[src/rtl/vga_pkg.sv]
// Shared VGA 640x480@60 timing constants and the snake step divisor table.
// The renderer imports the same constants.
package vga_pkg;

    localparam int unsigned CW      = 10;

    localparam int unsigned H_VIS   = 640;
    localparam int unsigned H_FP    = 16;
    localparam int unsigned H_SYNC  = 96;
    localparam int unsigned H_BP    = 48;
    localparam int unsigned H_TOTAL = H_VIS + H_FP + H_SYNC + H_BP;

    localparam int unsigned V_VIS   = 480;
    localparam int unsigned V_FP    = 10;
    localparam int unsigned V_SYNC  = 2;
    localparam int unsigned V_BP    = 33;
    localparam int unsigned V_TOTAL = V_VIS + V_FP + V_SYNC + V_BP;

    // Frames per snake step, indexed by the 2-bit speed select.
    function automatic logic [3:0] speed_to_div(input logic [1:0] speed);
        logic [3:0] div;
        case (speed)
            2'd0:    div = 4'd15;
            2'd1:    div = 4'd10;
            2'd2:    div = 4'd6;
            default: div = 4'd3;
        endcase
        return div;
    endfunction

endpackage

[src/rtl/tick_div_frames.sv]
// Frame-synchronous game tick: counts frame starts and pulses every N frames,
// with the divisor select latched only at the frame boundary.
module tick_div_frames
    import vga_pkg::*;
(
    input  logic       clk,
    input  logic       rst,
    input  logic [1:0] speed_i,
    input  logic       frame_bound_i,
    input  logic       frame_start_i,
    output logic       game_tick_o
);

    logic [1:0] speed_q, speed_d;
    logic [3:0] fcnt_q,  fcnt_d;
    logic       tick_q,  tick_d;
    logic [3:0] div_last;

    always_comb begin
        speed_d  = frame_bound_i ? speed_i : speed_q;
        div_last = speed_to_div(speed_q) - 4'd1;
        fcnt_d   = fcnt_q;
        tick_d   = 1'b0;
        // >= rather than == so a shrinking divisor still ticks on the next frame
        if (frame_start_i) begin
            if (fcnt_q >= div_last) begin
                fcnt_d = '0;
                tick_d = 1'b1;
            end else begin
                fcnt_d = fcnt_q + 4'd1;
            end
        end
    end

    always_ff @(posedge clk or posedge rst) begin
        if (rst) begin
            speed_q <= '0;
            fcnt_q  <= '0;
            tick_q  <= 1'b0;
        end else begin
            speed_q <= speed_d;
            fcnt_q  <= fcnt_d;
            tick_q  <= tick_d;
        end
    end

    assign game_tick_o = tick_q;

endmodule

[src/rtl/vga_sync_gen.sv]
// VGA sync generator: free-running pixel/line counters with registered sync,
// coordinate, active-video and frame-start outputs plus a frame-aligned game tick.
module vga_sync_gen #(
    parameter int unsigned H_VIS  = vga_pkg::H_VIS,
    parameter int unsigned H_FP   = vga_pkg::H_FP,
    parameter int unsigned H_SYNC = vga_pkg::H_SYNC,
    parameter int unsigned H_BP   = vga_pkg::H_BP,
    parameter int unsigned V_VIS  = vga_pkg::V_VIS,
    parameter int unsigned V_FP   = vga_pkg::V_FP,
    parameter int unsigned V_SYNC = vga_pkg::V_SYNC,
    parameter int unsigned V_BP   = vga_pkg::V_BP,
    parameter int unsigned CW     = vga_pkg::CW
) (
    input  logic          clk,
    input  logic          rst,
    input  logic [1:0]    speed,
    output logic          hsync,
    output logic          vsync,
    output logic          video_on,
    output logic [CW-1:0] pixel_x,
    output logic [CW-1:0] pixel_y,
    output logic          frame_start,
    output logic          game_tick
);

    localparam int unsigned H_TOT = H_VIS + H_FP + H_SYNC + H_BP;
    localparam int unsigned V_TOT = V_VIS + V_FP + V_SYNC + V_BP;

    localparam logic [CW-1:0] H_LAST   = CW'(H_TOT - 1);
    localparam logic [CW-1:0] V_LAST   = CW'(V_TOT - 1);
    localparam logic [CW-1:0] H_VIS_C  = CW'(H_VIS);
    localparam logic [CW-1:0] V_VIS_C  = CW'(V_VIS);
    localparam logic [CW-1:0] HS_FIRST = CW'(H_VIS + H_FP);
    localparam logic [CW-1:0] HS_LAST  = CW'(H_VIS + H_FP + H_SYNC - 1);
    localparam logic [CW-1:0] VS_FIRST = CW'(V_VIS + V_FP);
    localparam logic [CW-1:0] VS_LAST  = CW'(V_VIS + V_FP + V_SYNC - 1);

    logic [CW-1:0] h_q, h_d;
    logic [CW-1:0] v_q, v_d;
    logic [CW-1:0] px_q, py_q;
    logic          hsync_q, hsync_d;
    logic          vsync_q, vsync_d;
    logic          video_q, video_d;
    logic          fstart_q, fstart_d;
    logic          frame_bound;

    always_comb begin
        h_d = (h_q == H_LAST) ? '0 : h_q + 1'b1;
        v_d = v_q;
        if (h_q == H_LAST) begin
            v_d = (v_q == V_LAST) ? '0 : v_q + 1'b1;
        end
        frame_bound = (h_q == H_LAST) && (v_q == V_LAST);
        fstart_d    = (h_q == '0) && (v_q == '0);
        hsync_d     = !((h_q >= HS_FIRST) && (h_q <= HS_LAST));
        vsync_d     = !((v_q >= VS_FIRST) && (v_q <= VS_LAST));
        video_d     = (h_q < H_VIS_C) && (v_q < V_VIS_C);
    end

    always_ff @(posedge clk or posedge rst) begin
        if (rst) begin
            h_q      <= '0;
            v_q      <= '0;
            px_q     <= '0;
            py_q     <= '0;
            hsync_q  <= 1'b1;
            vsync_q  <= 1'b1;
            video_q  <= 1'b0;
            fstart_q <= 1'b0;
        end else begin
            h_q      <= h_d;
            v_q      <= v_d;
            px_q     <= h_q;
            py_q     <= v_q;
            hsync_q  <= hsync_d;
            vsync_q  <= vsync_d;
            video_q  <= video_d;
            fstart_q <= fstart_d;
        end
    end

    // Tick is registered on the same edge as frame_start, so both see the unregistered strobe.
    tick_div_frames u_tick (
        .clk           (clk),
        .rst           (rst),
        .speed_i       (speed),
        .frame_bound_i (frame_bound),
        .frame_start_i (fstart_d),
        .game_tick_o   (game_tick)
    );

    assign hsync       = hsync_q;
    assign vsync       = vsync_q;
    assign video_on    = video_q;
    assign pixel_x     = px_q;
    assign pixel_y     = py_q;
    assign frame_start = fstart_q;

endmodule
[config.mk]
export PLATFORM = sky130hd
export DESIGN_NAME = vga_sync_gen
export DESIGN_NICKNAME = d
export VERILOG_FILES = /design/src/rtl/vga_pkg.sv /design/src/rtl/tick_div_frames.sv /design/src/rtl/vga_sync_gen.sv
export SDC_FILE = /design/constraint.sdc
export NUM_CORES = 1
export LEC_CHECK = 0
export ABC_AREA = 1
export CAP_MARGIN = 15
export CORE_ASPECT_RATIO = 0.8
export CORE_MARGIN = 3
export CORE_UTILIZATION = 40
export DETAILED_ROUTE_END_ITERATION = 10
export GPL_TIMING_DRIVEN = 0
export PLACE_DENSITY = 0.67
export SETUP_SLACK_MARGIN = 0.1
export SLEW_MARGIN = 20
export SYNTH_ARGS = -nofsm -noshare
export SYNTH_HDL_FRONTEND = slang
export SYNTH_SLANG_ARGS = --single-unit
[constraint.sdc]
create_clock -name clk -period 3 [get_ports clk]
set_clock_uncertainty 0.1 [all_clocks]
set_input_delay 0.6 -clock clk [delete_from_list [all_inputs] [get_ports clk]]
set_output_delay 0.6 -clock clk [all_outputs]
set_load 0.01 [all_outputs]
; After elaboration in Yosys (flattened, before gate mapping)
; Cells that the tools add are included.
[word_totals]
latchBits = 0
regBits = 51
out_inout_bits = 25
in_bits = 4
wordCells = 42
mem_count = 0
romBits = 0
ramBits = 0
[classes]
n_addsub = 4
div_mod_pow = 0
eq_ne = 4
bitwise_logic = 0
reduce_logical = 10
n_mul = 0
n_shift = 0
magnitude_cmp = 7
muxes = 6
[op_table]
columns = op, count
row1 = "10-bit by 1-bit adder with 10-bit output, second input constant", 2
row2 = "10-bit equality test, second input constant", 2
row3 = 10-bit logical NOT, 2
row4 = 10-bit two-way mux, 2
row5 = 4-bit case mux with 3 select lines, 1
row6 = "10-bit >= comparator, second input constant", 1
row7 = "10-bit by 9-bit >= comparator with 1-bit output, second input constant", 1
row8 = "10-bit <= comparator, second input constant", 1
row9 = "10-bit by 9-bit <= comparator with 1-bit output, second input constant", 1
row10 = "10-bit < comparator, second input constant", 1
row11 = "10-bit by 9-bit < comparator with 1-bit output, second input constant", 1
row12 = 1-bit logical AND, 5
row13 = "4-bit by 1-bit adder with 4-bit output, second input constant", 1
row14 = 4-bit >= comparator, 1
row15 = 4-bit two-way mux, 1
row16 = "4-bit by 1-bit subtractor with 4-bit output, second input constant", 1
row17 = "2-bit by 1-bit equality test with 1-bit output, second input constant", 1
row18 = "2-bit equality test, second input constant", 1
row19 = 1-bit logical NOT, 2
row20 = 2-bit logical NOT, 1
row21 = 1-bit two-way mux, 2

; Logic depth before layout (Yosys ltp)
; Gate-level depths: netlist of run 1.
[logic_depth]
depth_word = 6
depth_mapped = 11

; By module
; Synthesis of run 1 repeated with hierarchy kept, for this count alone.
[hier_totals]
cells_unflattened = 251
hier_area_um2 = 2398.6
[by_module_without_submodules]
columns = mod, area_each_um2, instances, cells_each
row1 = vga_sync_gen, 1919.3, 1, 198
row2 = tick_div_frames, 479.2, 1, 53

; Least setup slack after synthesis of run 1
; OpenSTA, ideal clock, no wires.
[synth_path]
path_type = reg2reg
from = register u_tick.speed_q[0]
to = register u_tick.tick_q (netlist: u_tick.game_tick_o)
t_arrival_ps = 1515
required_ps = 2781
path_slack_ps = 1266
path_buffers = 0
stages_incl_launch_ff = 9
cell_sequence = dfrtp_1 -> inv_1 -> ha_1 -> ha_1 -> inv_1 -> nor2_1 -> o21ai_0 -> nand3_1 -> and2_1
[synth_via]
elab_chain_len = 6
elab_cells_between_ends = 8
[synth_rtl]
columns = item, line
row1 = "start, declared", tick_div_frames.sv:14  ; logic [1:0] speed_q, speed_d;
row2 = "start signal, assigned", tick_div_frames.sv:41  ; speed_q <= speed_d;
row3 = 2-bit equality test (tied with other cells), vga_pkg.sv:22  ; case (speed)
row4 = 4-bit case mux with 3 select lines (*), vga_pkg.sv:22
row5 = 4-bit by 1-bit subtractor with 4-bit output (*), tick_div_frames.sv:21  ; div_last = speed_to_div(speed_q) - 4'd1;
row6 = 4-bit >= comparator (*), tick_div_frames.sv:26  ; if (fcnt_q >= div_last) begin
row7 = 1-bit two-way mux (*), tick_div_frames.sv:26
row8 = 1-bit two-way mux (*), tick_div_frames.sv:25  ; if (frame_start_i) begin
row9 = via u_tick.tick_d, tick_div_frames.sv:16  ; logic tick_q, tick_d;
row10 = "end signal, assigned", tick_div_frames.sv:43  ; tick_q <= tick_d;
row11 = "end, declared", tick_div_frames.sv:16
; The timed path passes the listed nets; every way through them passes the cells marked *.
; A chain may end at the register's enable or synchronous reset.

; Final worst setup path of run 1
[layout_path]
from = register vsync_q (netlist: vsync)
to = output vsync
[layout_rtl]
columns = item, line
row1 = "start, declared", vga_sync_gen.sv:42  ; logic vsync_q, vsync_d;
row2 = "start signal, assigned", vga_sync_gen.sv:76  ; vsync_q <= vsync_d;
row3 = "end, declared", vga_sync_gen.sv:18  ; output logic vsync,
; No word-level cell between the ends.

==> run metrics, run 1 <==
antenna violations before repair 0; via/cell ratio 4.69; R2R Path End u_tick.game_tick_o; Clock Tree Buf Depth 2; Crit Path Max Fanout 1; Yosys warning total 0; CP max stage delay 0.52 ns; hold buffers post-CTS 0; WL final 4.41 mm; Finish-stage setup viols 0; Die Wd 93.0 um; num rows 24; hold crit path type reg -> reg; worst setup path category reg -> out; post-CTS setup buffers 0; post-route ant nets 0; Clock transition at path regs 0.08 ns; Syn Inst Count 261; Worst Path Buf+Inv 1; Pleak 1.44 nW; R2R Setup Slk 1.05 ns; # port buffers 28; clk root buf clkbuf_8; Rel. slew slack 65.5%; DIE AREA 7020 sq um; Core Area 5650 sq um; critical path depth in cells 1; max cap viols 0; commonest non-fill, non-tap cells in the layout 49 x nand2_1, 49 x dfrtp_1, 34 x inv_1, 30 x nor2_1, 28 x clkdlybuf4s50_1; period utilization 68.0%; drc violations 0; clk_lat worst skew 0.30 ns; Routed wire per std cell 11.7 um; Setup crit start vsync; Design Power 1.08 mW; Initial Util 42.9%; fill cell count 532; ranking of synthesized cells by area dfrtp_1 51%, nand2_1 7.6%, ha_1 7.2%, inv_1 5.4%, nor2_1 4.7%; first-pass GRT wire length 7.62 mm; FF-to-FF Start u_tick.speed_q[0]; status finished, final reports clean; Num CTS Buffers 5; crit end category primary output; syn_nets 279; Initial DRT Pass Iterations 4; layout cells sized above 1 10.4%; Layout area overhead 20.0%; Resize count post-CTS 0; CP required 2.30 ns; RSZ-0062 raised after global routing no; clk sinks 51; Die Height 75.6 um; Avg Cell Area, Syn 9.27 sq um; CTS tree yes; Seq/Total Area, Yosys 52.8%; HPWL after DPL 3.29 mm; net count reported at finish 315; IO Count 29; final worst path period need 2.04 ns; Remaining Overflow, GRT 0; Netlist cell types 29; cell family contributing the most delay on the critical path flip-flops; Mapped Area 2420 sq um; share of the synthesized area in the top cell type 50.7%; routability cong. 0.888; Vias 1,764; crit path launch type register; crit-path cells clkdlybuf4s50_1; # diodes 0; TNS Setup 0 ns; Post-Place Setup Slack 1.07 ns; FF+latch area 1280 sq um; Worst VDD drop 0.150 mV; cell taking the most area after synthesis dfrtp_1; H-tree Lvls 2; Cell Pwr Density 373 nW/um^2; FF+latch count, synth 51; Iter 0 DRT Violations 99; Worst R2R Path Depth 8; end point of the critical path vsync; slowest stage cell, crit path dfstp_2; count of pins over their slew limit 0; Multi-input gate area 983 sq um; Total GRT Usage 13.9%; Worst-Margin Slew 0.517 ns; final worst slack 0.960 ns; largest net degree at the start of global routing 29; Worst EP arrival 1.34 ns; final hold vios 0; vias in the first global route 1,675; Max Freq 490 MHz
per-layer routing:
layer | vias up | global-route usage (%) | share of wire (%)
met5 | - | 0 | 0
met4 | 0 | 5.85 | 1.5
met3 | 8 | 3.26 | 5.2
met2 | 36 | 21.9 | 44
met1 | 824 | 18.7 | 49
li1 | 896 | - | -
how the worst min path moves through the flow:
stage,startpoint,to,depth (start not counted)
2_1_floorplan,h_q[3],pixel_x[3],0
3_3_place_gp,h_q[3],pixel_x[3],0
3_5_place_dp,h_q[1],pixel_x[1],0
4_1_cts,h_q[1],pixel_x[1],0
5_1_grt,h_q[1],pixel_x[1],0
6_report,h_q[3],pixel_x[3],0
logic make-up (layout without fill, tap and decap cells):
logic type | after synthesis | count (layout) | share of synthesized area [%]
AOI/OAI and AO/OA | 19 | 19 | 4.29
xor gates and xnor gates | 10 | 10 | 3.62
adders and majority gates | 14 | 14 | 7.24
buffers and inverters | 40 | 77 | 6.51
DFF | 51 | 51 | 52.8
and+or+nand+nor | 127 | 127 | 25.5
through the flow:
| step | area, sq um | std cells | hold slack (ns) | utilization [%] |
|---|---|---|---|---|
| 3_3_place_gp | 2800 | 367 | 0.326 | 49.6 |
| 3_5_place_dp | 2820 | 368 | 0.334 | 49.9 |
| 4_1_cts | 2900 | 376 | 0.359 | 51.4 |
| 6_report | 2900 | 376 | 0.354 | 51.4 |
| 5_1_grt | 2900 | 376 | 0.372 | 51.4 |
| 2_1_floorplan | 2420 | 261 | 0.294 | - |
synthesized netlist by cell type:
cell type / count
dfrtp_1: 49
nand2_1: 49
inv_1: 35
nor2_1: 30
nand3_1: 20
ha_1: 14
o21ai_0: 11
xor2_1: 9
nand4_1: 7
inv_2: 4
nand2_2: 4
nor3_1: 4
a21oi_1: 3
nor2_2: 3
dfstp_2: 2
nor2_4: 2
nor3_2: 2
o21ai_1: 2
and2_1: 1
buf_6: 1
nand3_4: 1
nand3b_1: 1
nand4_2: 1
nor2_8: 1
nor4_1: 1
o21ai_2: 1
o21bai_1: 1
o31ai_1: 1
xnor2_1: 1
registers in the layout, summed over array words and instances (netlist names), 2 cells and up:
name,count
pixel_y,10
h_q,10
u_tick.fcnt_q,4
v_q,10
pixel_x,10
u_tick.speed_q,2
worst register-to-register path: stages, from the launching register on:
cell and delay, ns:
dfrtp_1 0.39, inv_1 0.09, ha_1 0.33, ha_1 0.30, inv_1 0.06, nor2_1 0.03
o21ai_0 0.14, nand3_1 0.19, and2_1 0.21
area by class of cell:
type | count | share of cell area [%]
clock inverter | 2 | 0.431
clock buffer | 6 | 2.50
sequential | 51 | 44.1
multi-input combinational | 170 | 33.9
tap | 78 | 3.36
inverter | 39 | 5.04
buffer | 1 | 0.388
timing repair buffer | 29 | 10.3
where the power goes:
| part | total, mW | switching [mW] | internal, mW |
|---|---|---|---|
| combinational | 0.0195 | 0.0134 | 0.00609 |
| clock | 0.378 | 0.215 | 0.163 |
| sequential | 0.687 | 0 | 0.687 |
| total | 1.08 | 0.228 | 0.856 |
No activity file was read; power rests on OpenSTA's default activity.
==> inputs of run 2 (changes only) <==
Settings changed: PLACE_DENSITY 0.67 to 0.7.
Clock period 3 ns to 1.74 ns, I/O delays scaled along.
==> run 2 against run 1 <==
Compared with the run above: via count is 8.0% higher; the flow now finishes with violations (setup timing); sequential share of layout area decreased by 5.8 points; sequential cell count unchanged; final cell count up 4.5%; register-to-register slack worse by 1.1 ns; non-clock buffer count rose by 17; hold slack lost 0.021 ns; combinational power up 78%.
==> run metrics, run 2 (synthesis results as in run 1) <==
status finished, violations left; failing checks setup timing; Met1 Wirelength 2.57 mm; Worst VDD drop 0.415 mV; Worst-Margin Slew 0.539 ns; DIE AREA 7020 sq um; H-tree Lvls 2; worst setup path category reg -> reg; commonest non-fill, non-tap cells in the layout 45 x dfrtp_1, 43 x nand2_1, 29 x inv_1, 20 x nor2_1; Num CTS Buffers 5; Total GRT Usage 14.7%; final hold vios 0; antenna violations before repair 0; crit end category register; Crit Path Max Fanout 5; crit-path cells inv_2 -> ha_4 -> ha_4 -> inv_2 -> nor2_1 -> o21ai_2 -> nand3_4 -> nor2_2 -> nand2_1 -> nand2_1; part of the power in registers 62.1%; Max Used Layer met4; IO Count 29; Placed Area 2830 sq um; Die Height 75.6 um; first-pass GRT wire length 8.02 mm; # diodes 0; Die Wd 93.0 um; Initial Util 42.9%; post-route ant nets 0; CP required 1.89 ns; Remaining Overflow, GRT 0; Clock transition at path regs 0.08 ns; Worst EP arrival 1.94 ns; Comb pwr share 1.8%; final worst path period need 1.80 ns; Finish-stage setup viols 5; fill cell count 488; Initial DRT Pass Iterations 4; Vias 1,906; final worst slack -0.0557 ns; via/cell ratio 4.85; Max Freq 557 MHz; net count reported at finish 332; Layout area overhead 38.6%; period utilization 103%; clk root buf clkbuf_8; clk_lat worst skew 0.31 ns; TNS Setup -0.171 ns; Core Area 5650 sq um; largest net degree at the start of global routing 52; max cap viols 0; HPWL after DPL 3.28 mm; drc violations 0; Routed wire per std cell 13.6 um; slowest stage cell, crit path dfrtp_2; count of pins over their slew limit 0; Sw Share 20.4%; Post-Place Cells 367; clock group share of total power 36.0%; layout cells sized above 1 29.8%; Clock Tree Buf Depth 2; Iter 0 DRT Violations 75; CP max stage delay 0.45 ns; Cell Pwr Density 568 nW/um^2; clk sinks 51; net switching power 0.389 mW; Rel. slew slack 64.0%; met3 WL 261 um; RSZ-0062 raised after global routing yes; Internal 1.52 mW; crit path launch type register; final hold slack 0.333 ns; # port buffers 28; routability cong. 0.859; num rows 24; hold crit path type in -> async; Final Cell Area 3350 sq um; vias in the first global route 1,682; Pleak 1.89 nW; met2 WL 2.47 mm; post-route insts no fill 393; WL final 5.36 mm; CTS tree yes; commonest non-fill, non-tap cell in the layout dfrtp_1
[run 2: changes by cell type in the layout (fill, tap and decap cells not counted), moves of 6 or more]
| cell | delta |
|---|---|
| buf_4 | +15 |
| clkdlybuf4s50_1 | -25 |
| dlygate4sd2_1 | +8 |
| dlymetal6s2s_1 | +17 |
| ha_1 | -8 |
| ha_4 | +6 |
| nand2_1 | -6 |
| nor2_1 | -10 |
| o21ai_0 | -7 |
| o21ai_2 | +7 |
[run 2: final timing paths]
kind                                        start               end  slack, ns  depth (start not counted)
min in group clk                           v_q[1]        pixel_y[1]       0.34                          0
worst max register to register  u_tick.speed_q[1]  u_tick.fcnt_q[3]      -0.06                         10
worst max-delay path            u_tick.speed_q[1]  u_tick.fcnt_q[3]      -0.06                         10
worst min-delay path                          rst        pixel_x[8]       0.33                          2
max in group asynchronous                     rst             hsync       0.64                          3
worst min register to register             v_q[1]        pixel_y[1]       0.34                          0
[run 2: worst max-delay path, delay by kind of cell (launching register included)]
kind | cells | cell delay, ns
flip-flops | 1 | 0.45
AND/OR/NAND/NOR | 5 | 0.44
adder cells (fa/ha/maj) | 2 | 0.44
AO/OA/AOI/OAI | 1 | 0.18
buffers and inverters | 2 | 0.14
[run 2: metal layers]
layer	up-vias	track usage, %
met5	-	0
met4	0	4.23
met3	8	4.84
met2	51	21.9
met1	915	20.7
li1	932	-
[run 2: final cells by class]
class | count | area [sq um] | share of cell area [%]
timing repair buffer | 46 | 482 | 14.4
clock inverter | 1 | 5.00 | 0.149
sequential | 51 | 1280 | 38.3
buffer | 1 | 15.0 | 0.448
tap | 78 | 97.6 | 2.91
multi-input combinational | 170 | 1230 | 36.6
inverter | 39 | 158 | 4.70
clock buffer | 7 | 86.3 | 2.57
[run 2: power by group through the flow]
stage / Sequential, mW / Clock [mW] / Combinational, mW
final: 1.18 / 0.686 / 0.0348
after global routing: 1.18 / 0.771 / 0.0402
after CTS: 1.18 / 0.714 / 0.0312
after detailed placement: 1.21 / 0 / 0.0311
after global placement: 1.21 / 0 / 0.0307
after floorplan: 1.21 / 0 / 0.0177
[run 2: per-stage QoR]
step                setup WS (ns)  utilization (%)  power, mW
floorplan                   0.111                -       1.23
global placement          -0.0310             50.1       1.24
detailed placement         -0.119             50.1       1.24
CTS                       -0.0577             52.0       1.93
global route               -0.155             59.4       2.00
finish                    -0.0557             59.4       1.91
[run 2: timing repair]
| item | CTS | global route |
|---|---|---|
| hold buffers | 0 | 0 |
| cloned | 0 | 1 |
| buffers inserted | 1 | 15 |
| setup endpoints to repair | 29 | 40 |
| resized for setup | 15 | 75 |
| pin swaps | 4 | 18 |
==> inputs of run 3 (changes only) <==
Settings changed: GPL_TIMING_DRIVEN 0 to 1, TNS_END_PERCENT set to 10.
==> run 3 against run 2 <==
Compared with the run above: the flow still finishes with violations (setup timing); largest cell class unchanged; maximum frequency increased by 1.3%; utilization decreased by 3.4 points; wire length decreased by 13%; final cell count decreased by 2.3%; clock-buffer cell count decreased by 1; hold slack got worse by 0.070 ns; sequential power about the same; combinational power increased by 14%; final area decreased by 5.7%; power increased by 8.0%; sequential share of layout area increased by 2.2 points; critical path type unchanged.
==> run metrics, run 3 (synthesis results as in run 1) <==
Max Freq 564 MHz; final hold vios 0; Core Area 5650 sq um; drc violations 0; final hold slack 0.263 ns; Post-Place Setup Slack -0.0845 ns; CP max stage delay 0.44 ns; routability cong. 0.837; Pleak 1.79 nW; slowest stage cell, crit path dfrtp_1; # port buffers 28; max cap viols 0; Rel. slew slack 75.2%; Initial DRT Pass Iterations 4; vias in the first global route 1,717; largest net degree at the start of global routing 21; post-route ant nets 0; Initial Util 42.9%; CTS tree yes; crit-path cells ha_2 -> o21bai_1 -> ha_1 -> nand2_1 -> inv_2 -> o21ai_2 -> nand3_2 -> nor2_2 -> nand2_1 -> nand2_1; Finish-stage setup viols 4; antenna violations before repair 0; FF-to-FF Start u_tick.speed_q[1]; first-pass GRT wire length 7.89 mm; crit path launch type register; Clock Tree Buf Depth 2; period utilization 102%; worst setup path category reg -> reg; Num CTS Buffers 5; net count reported at finish 323; Total GRT Usage 14.4%; DIE AREA 7020 sq um; Remaining Overflow, GRT 0; count of pins over their slew limit 0; end point of the critical path u_tick.fcnt_q[0]; Final Cell Area 3160 sq um; Worst path most repeated cell nand2_1; layout cells sized above 1 20.3%; CP required 1.89 ns; Die Height 75.6 um; final worst slack -0.0333 ns; failing checks setup timing; Clock transition at path regs 0.09 ns; R2R Setup Slk -0.03 ns; H-tree Lvls 2; TNS Setup -0.0673 ns; Routed wire per std cell 12.2 um; Design Power 2.06 mW; WL final 4.67 mm; crit end category register; status finished, violations left; clk root buf clkbuf_8; num rows 24; Layout area overhead 30.7%; Worst-Margin Slew 0.368 ns; Die Wd 93.0 um; Placed Area 2920 sq um; Iter 0 DRT Violations 101; clk sinks 51; Crit Path Max Fanout 5; R2R Path End u_tick.fcnt_q[0]; post-CTS setup buffers 0; hold crit path type in -> async; final worst path period need 1.77 ns; clk_lat worst skew 0.30 ns; IO Count 29; # diodes 0; Worst EP arrival 1.92 ns; Setup crit start u_tick.speed_q[1]; HPWL after DPL 3.47 mm; via/cell ratio 4.72; commonest non-fill, non-tap cells in the layout 49 x dfrtp_1, 46 x nand2_1, 29 x inv_1, 27 x nor2_1, 18 x nand3_1; Worst R2R Path Depth 10; Worst VDD drop 0.429 mV; commonest non-fill, non-tap cell in the layout dfrtp_1; Vias 1,813; RSZ-0062 raised after global routing yes; Cell Pwr Density 650 nW/um^2
## run 3: cell count changes in the layout (fill, tap and decap cells not counted), sizes merged
cell           change
buf                -8
bufinv             +1
clkbuf             -2
clkdlybuf4s50      +6
dlygate4sd2        -5
dlymetal6s2s       -1
## run 3: critical path: cells and delay by family (launching register included)
family,cells,cell delay [ns]
compound gates,2,0.20
fa+ha+maj,2,0.47
buf+inv,1,0.04
flops,1,0.44
simple gates,5,0.47
## run 3: layout make-up
| type | instances | area, sq um |
|---|---|---|
| multi-input cells | 170 | 1090 |
| clock inverters | 2 | 35.0 |
| fillers | 534 | 2480 |
| well taps | 78 | 97.6 |
| inverters | 39 | 155 |
| repair buffers | 38 | 424 |
| flip-flops and latches | 51 | 1280 |
| clock buffers | 6 | 82.6 |
## run 3: how the worst min path moves through the flow
stage | end | start
finish | u_tick.fcnt_q[2] | rst
global route | u_tick.fcnt_q[2] | rst
CTS | u_tick.fcnt_q[2] | rst
detailed placement | pixel_y[1] | v_q[1]
global placement | pixel_y[1] | v_q[1]
floorplan | pixel_x[3] | h_q[3]
## run 3: stage by stage
stage | util, % | std cells
after floorplan | - | 261
after global placement | 51.7 | 376
after detailed placement | 51.7 | 376
after CTS | 54.3 | 384
after global routing | 56.0 | 384
final | 56.0 | 384
## run 3: routing by layer
| layer | routed length, um | vias to the layer above | global-route usage, % | part of all wire (%) |
|---|---|---|---|---|
| li1 | - | 916 | - | - |
| met1 | 2380 | 853 | 20.5 | 51 |
| met2 | 2010 | 37 | 22.3 | 43 |
| met3 | 221 | 7 | 3.16 | 4.7 |
| met4 | 59 | 0 | 4.55 | 1.3 |
| met5 | 0 | - | 0 | 0 |
## run 3: power breakdown
group | internal (mW) | leakage, nW | switching (mW) | total, mW
Sequential | 1.18 | 0.661 | 0 | 1.18
Combinational | 0.0152 | 1.07 | 0.0246 | 0.0398
Clock | 0.465 | 0.0612 | 0.368 | 0.833
Total | 1.66 | 1.79 | 0.392 | 2.06
## run 3: what timing repair did
item,4_1_cts,5_1_grt
resized for setup,14,32
setup endpoints to repair,14,39
pin swaps,8,14
hold buffers,0,0
